===== config.mk =====
export PLATFORM = sky130hd
export DESIGN_NAME = pipelined_rot_shift
export DESIGN_NICKNAME = d
export VERILOG_FILES = /design/src/rtl/pipelined_rot_shift.sv
export SDC_FILE = /design/constraint.sdc
export NUM_CORES = 1
export LEC_CHECK = 0
export CORE_MARGIN = 4
export CORE_UTILIZATION = 60
export CTS_BUF_LIST = sky130_fd_sc_hd__clkbuf_4
export CTS_CLUSTER_DIAMETER = 30
export DETAILED_ROUTE_END_ITERATION = 6
export PLACE_DENSITY = 0.81
export SYNTH_ARGS = -nofsm -noshare
export SYNTH_HDL_FRONTEND = slang
export SYNTH_SLANG_ARGS = --single-unit

===== constraint.sdc =====
create_clock -name clk -period 8.4 [get_ports clk]
set_input_delay 1.26 -clock clk [delete_from_list [all_inputs] [get_ports clk]]
set_output_delay 1.26 -clock clk [all_outputs]
set_load 0.005 [all_outputs]

===== src/rtl/pipelined_rot_shift.sv =====
// Purpose    : pipelined N-bit barrel unit; ROTR / ROTL / SHR / SRA selected per word, tag carried alongside.
// Latency    : LAT = ceil(LOG2_N/REG_EVERY) cycles from accept to out_valid; one word per clock when not stalled.
// Backpressure: single global advance (out_ready || !out_valid); in_ready = advance, the whole pipe freezes on a stall.
//
// Ports:
//   clk, rst               rising-edge clock, asynchronous active-high reset
//   in_valid/in_ready      operand handshake; in_data (MSB-first word), in_amt (MSB weight N/2), in_mode, in_tag
//   out_valid/out_ready    result handshake; out_data, out_tag held stable while stalled
//   in_mode: 00 ROTR, 01 ROTL, 10 SHR (logical), 11 SRA (arithmetic)
module pipelined_rot_shift #(
    parameter int N         = 32,
    parameter int LOG2_N    = 5,
    parameter int REG_EVERY = 1,
    parameter int TAG_W     = 4
) (
    input  logic              clk,
    input  logic              rst,
    input  logic              in_valid,
    output logic              in_ready,
    input  logic [N-1:0]      in_data,
    input  logic [LOG2_N-1:0] in_amt,
    input  logic [1:0]        in_mode,
    input  logic [TAG_W-1:0]  in_tag,
    output logic              out_valid,
    input  logic              out_ready,
    output logic [N-1:0]      out_data,
    output logic [TAG_W-1:0]  out_tag
);

    localparam int LAT = (LOG2_N + REG_EVERY - 1) / REG_EVERY;

    localparam logic [1:0] M_ROTR = 2'b00;
    localparam logic [1:0] M_ROTL = 2'b01;
    localparam logic [1:0] M_SHR  = 2'b10;

    // One mux stage. Numeric right shift moves MSB-first bit i to bit i+k.
    // SRA fills from the current MSB; earlier SRA stages never change the
    // MSB, so it is still the operand's original sign bit.
    function automatic logic [N-1:0] f_stage(input logic [N-1:0] d, input int k, input logic [1:0] m);
        logic [N-1:0] res;
        case (m)
            M_ROTR:  res = (d >> k) | (d << (N - k));
            M_ROTL:  res = (d << k) | (d >> (N - k));
            M_SHR:   res = d >> k;
            default: res = $signed(d) >>> k;
        endcase
        return res;
    endfunction

    logic              r_vld  [LAT];
    logic [N-1:0]      r_data [LAT];
    logic [LOG2_N-1:0] r_amt  [LAT];
    logic [1:0]        r_mode [LAT];
    logic [TAG_W-1:0]  r_tag  [LAT];

    logic              w_src_vld  [LAT];
    logic [N-1:0]      w_src_data [LAT];
    logic [LOG2_N-1:0] w_src_amt  [LAT];
    logic [1:0]        w_src_mode [LAT];
    logic [TAG_W-1:0]  w_src_tag  [LAT];
    logic [N-1:0]      w_nxt_data [LAT];
    logic              w_adv;

    assign w_adv     = out_ready || !out_valid;
    assign in_ready  = w_adv;
    assign out_valid = r_vld[LAT-1];
    assign out_data  = r_data[LAT-1];
    assign out_tag   = r_tag[LAT-1];

    // Rank r sees either the input port or the previous rank, then applies
    // the mux stages s with s/REG_EVERY == r (the last rank may hold fewer).
    always_comb begin
        w_src_vld[0]  = in_valid;
        w_src_data[0] = in_data;
        w_src_amt[0]  = in_amt;
        w_src_mode[0] = in_mode;
        w_src_tag[0]  = in_tag;
        for (int r = 1; r < LAT; r++) begin
            w_src_vld[r]  = r_vld[r-1];
            w_src_data[r] = r_data[r-1];
            w_src_amt[r]  = r_amt[r-1];
            w_src_mode[r] = r_mode[r-1];
            w_src_tag[r]  = r_tag[r-1];
        end
        for (int r = 0; r < LAT; r++) begin
            w_nxt_data[r] = w_src_data[r];
            for (int s = 0; s < LOG2_N; s++) begin
                // amt is MSB-first: stage s (weight N>>(s+1)) reads bit LOG2_N-1-s
                if ((s / REG_EVERY) == r && w_src_amt[r][LOG2_N-1-s]) begin
                    w_nxt_data[r] = f_stage(w_nxt_data[r], N >> (s + 1), w_src_mode[r]);
                end
            end
        end
    end

    // Payload only loads behind a valid word: bubbles never disturb a rank,
    // so out_data/out_tag stay 0 until the first result and X inputs on idle
    // cycles never reach the registers.
    always_ff @(posedge clk or posedge rst) begin
        if (rst) begin
            for (int r = 0; r < LAT; r++) begin
                r_vld[r]  <= 1'b0;
                r_data[r] <= '0;
                r_amt[r]  <= '0;
                r_mode[r] <= '0;
                r_tag[r]  <= '0;
            end
        end else if (w_adv) begin
            for (int r = 0; r < LAT; r++) begin
                r_vld[r] <= w_src_vld[r];
                if (w_src_vld[r]) begin
                    r_data[r] <= w_nxt_data[r];
                    r_amt[r]  <= w_src_amt[r];
                    r_mode[r] <= w_src_mode[r];
                    r_tag[r]  <= w_src_tag[r];
                end
            end
        end
    end

endmodule


# --- Word-level counts from Yosys, hierarchy flattened ---
# Cells that the tools add are included.
totals:
  reg_bits: 203
  in_bits: 47
  output_inout_bits: 38
  elab_cells: 65
classes:
  n_eq_ne: 10
  mux: 10
  n_bitwise: 9
  n_reduce_logical: 13
op_table:
  columns: ["operator", "count"]
  rows:
  - ["case mux 32 bit (3 select lines)", 4]
  - ["two-way mux 32 bit", 5]
  - ["case mux 32 bit (2 select lines)", 1]
  - ["OR 24 x 32 -> 32 bit", 1]
  - ["OR 28 x 32 -> 32 bit", 1]
  - ["OR 30 x 32 -> 32 bit", 1]
  - ["OR 31 x 32 -> 32 bit", 1]
  - ["OR 32 x 1 -> 32 bit", 1]
  - ["OR 32 x 16 -> 32 bit", 1]
  - ["OR 32 x 2 -> 32 bit", 1]
  - ["OR 32 x 4 -> 32 bit", 1]
  - ["OR 32 x 8 -> 32 bit", 1]
  - ["== test 2 x 1 -> 1 bit (second input constant)", 5]
  - ["== test 2 bit (second input constant)", 5]
  - ["zero test 2 bit", 5]
  - ["AND reduction 2 bit", 5]
  - ["OR reduction 2 bit", 1]
  - ["zero test 1 bit", 1]
  - ["logical OR 1 bit", 1]

# --- Depth between registers and ports, before layout ---
depth:
  ltp_word: 4
  ltp_mapped: 7
  mapped_depth_nobuf: 4

# --- Worst setup path after synthesis ---
# OpenSTA, ideal clock, no wires.
synth_timing:
  path_kind: "input -> output"
  from: "input port out_ready"
  to: "output port in_ready"
  t_arrival_ps: 1770
  required_time_ps: 7140
  setup_slack_ps: 5370
  cell_stages: 4
  n_path_buf: 2
  path_cell_list: "nor2b_4 > inv_2 > buf_4 > buf_2"
synth_between:
  elab_chain_len: 1
synth_lines:
  columns: ["item", "line_no", "source"]
  rows:
  - ["from (decl)", "25", "input logic out_ready,"]
  - ["logical OR 1 bit", "64", "assign w_adv = out_ready || !out_valid;"]
  - ["to (decl)", "19", "output logic in_ready,"]
# No other way between the ends.

# --- Final worst setup path ---
# Same ends and word-level chain as after synthesis.

==> impl_metrics.yaml <==
yosys:
  yosysUniqueCellTypes: 30
  synthTopCellsByCount: "dfrtp_1 (203), o211ai_1 (143), o2bb2ai_1 (143)"
  syn_inst: 1065
  ys_seq_area_share_pct: 44.0
  synth_fp_nets: 1112
  async_flop_share_pct: 100
  netlist_top_cells_area: "dfrtp_1 (44%), o2bb2ai_1 (11%), o211ai_1 (9.3%)"
  synth_top_area_share_pct: 44.0
  yosysTopAreaCell: "dfrtp_1"
  syn_area_per_cell_um2: 10.8
  synth-main-ff-cell: "dfrtp_1"
  synth_edf_count: 0
  ys_seq_elements: 203
  yosysWarningCount: 0
  yosys.cell_count.top_type: "dfrtp_1"
  syn-cell-area_um2: 11500
floorplanning:
  rows: 50
  start_util_pct: 61.3
  die-width_um: 147
  core_um2: 18800
  fp.dieH_um: 147
  dieArea_um2: 21500
  pin_count: 85
final_layout:
  nFillCells: 1478
  regArea_um2: 5080
  drive_gt1_share_pct: 13.7
  area_delta_synth_final_pct: 9.61
  multiInputGateArea_um2: 5590
  num-nets-final: 1103
  instances_no_fill: 1352
setup_path:
  r2r_cells: 7
  rr_endpoint: "r_amt[21]"
  crit_arrival_ps: 2960
  startpoint_type: "input pin"
  path_class: "in -> out"
  cp.required_ps: 7140
  r2r_setup_slack_ps: 5160
  rr_startpoint: "out_valid"
  crit_fanout: 64
  end_kind: "output pin"
cts:
  clock_path_buffers: 3
  cts.clk_slew.worst_paths_ps: 60
  holdBufCountCts: 0
  cts_tree: "yes"
  cts_buffers: 55
  clock_latency_ps: 670
  htree_levels: 2
  cts_resized: 0
  cts_root_buf: "clkbuf_4"
  post_cts_buffers: 0
  cts.sinks: 203
sta:
  final_max_slew_viol_count: 0
  final-hold-violation-count: 0
  whs_ps: 484
  fin_crit_sh_pct: 50.2
  fmax_ghz: 0.237
  setup_viol: 0
  skew_ps: 42.0
  max_slew_margin_pct: 23.3
  tns_ps: 0
  rsz0062_at_grt: "no"
  period_needed_ps: 4220
  tightest_slew_ps: 1150
worst_hold_path:
  hold_path_depth: 1
  worstHoldStart: "out_data[30]"
  min_path_type: "reg -> reg"
  hold_end: "out_data[30]"
routing:
  ant_nets: 0
  post_drt_via_cell_ratio: 6.74
  drcViolationCount: 0
  dr.pass1.iters: 6
  drtIter0Drc: 834
  routed_wl_um: 28600
  avgRoutedWirePerCell_um: 21.2
  detailroute.via_count: 9116
place:
  gp_congestion: 0.829
  dp_hpwl_um: 18100
  port_buffers: 84
  dp_cells: 1259
grt:
  top_usage_layer: "met2"
  grtUsageMet3_pct: 5.00
  gr-usage-met1_pct: 36.4
  grt_max_degree: 121
  grt_first_pass_wirelength_um: 47900
  antenna_found_initial: 1
  grt_pass1_vias: 9087
  grt_util_met2_pct: 41.9
  grt_overflow_total: 0
  grtUsageTotal_pct: 26.5
flow_run:
  maxCapViolCount: 0
power:
  p_total_mw: 4.85
  p_leak_nw: 5.33
  ir_drop_mv: 0.145
  p_per_area_nw_per_um2: 383
outcome:
  status: "completed"
==> stage by stage <==
stage	utilization (%)	setup slack, ps	area [um2]
after floorplan	-	1600	11500
after global placement	63.7	3930	12000
after detailed placement	63.7	3890	12000
after CTS	67.2	4180	12700
after global routing	67.2	4100	12700
final	67.2	4180	12700
==> report_power, final <==
group | leakage (nW) | internal (mW) | switching [mW] | total (mW)
logic | 2.46 | 0.986 | 1.01 | 2.00
registers | 2.47 | 1.42 | 0.592 | 2.01
clock network | 0.401 | 0.440 | 0.395 | 0.835
==> critical path: stages <==
cell and delay, ps:
clkdlybuf4s50_1 510, nor2b_4 70, inv_4 480, clkdlybuf4s50_1 620
==> layout make-up <==
class	count	area share (%)
Inverter	7	0.287
Clock buffer	82	4.86
Antenna cell	2	0.0395
Timing Repair Buffer	102	7.67
Clock inverter	9	0.306
Sequential cell	203	40.1
Tap cell	260	2.57
Multi-Input combinational cell	687	44.1
==> cells in the final DEF (no fill, tap or decap), types with 2 or more instances in the layout <==
cell type          n
nand2b_1           5
nand2_1           12
clkdlybuf4s50_1   83
inv_1              4
o2bb2ai_1        143
o211ai_1         143
diode_2            2
buf_4             18
nor2b_1           16
a21oi_1           32
nand3_1            3
dfrtp_1          203
and3b_1          113
clkbuf_4          82
mux2i_1           31
nor3b_1           16
clkinv_1           5
a211oi_1         113
o211a_1           14
mux2_4             2
mux2_2            36
clkinv_2           4
==> flip-flops by register name (all words and copies together) (netlist names) <==
| signal | cells |
|---|---|
| r_tag | 16 |
| r_mode | 8 |
| out_data | 32 |
| r_data | 128 |
| out_valid | 1 |
| r_vld | 4 |
| out_tag | 4 |
| r_amt | 10 |
==> cells by family after synthesis <==
family,Yosys count,synth area share [%]
multiplexers,69,6.46
AND/OR/NAND/NOR,170,11.6
AO/OA/AOI/OAI,448,30.3
flip-flops,203,44.0
buffers and inverters,175,7.64
==> routing by layer <==
layer  wire [um]  vias to the layer above
met5           0                        -
met4         858                        0
met3        1700                       62
met2       13700                      340
met1       12400                     4530
li1            -                     4184
==> worst max-delay path by stage <==
stage                     depth (start not counted)     endpoint  slack (ps)       from
final                                             4     in_ready        4180  out_ready
after floorplan                                   1  out_data[0]        1600        rst
after global placement                            8    r_tag[17]        3930  out_ready
after global routing                              4     in_ready        4100  out_ready
after detailed placement                          8    r_amt[21]        3890  out_ready
after CTS                                         4     in_ready        4180  out_ready
No activity file was read; power rests on OpenSTA's default activity.
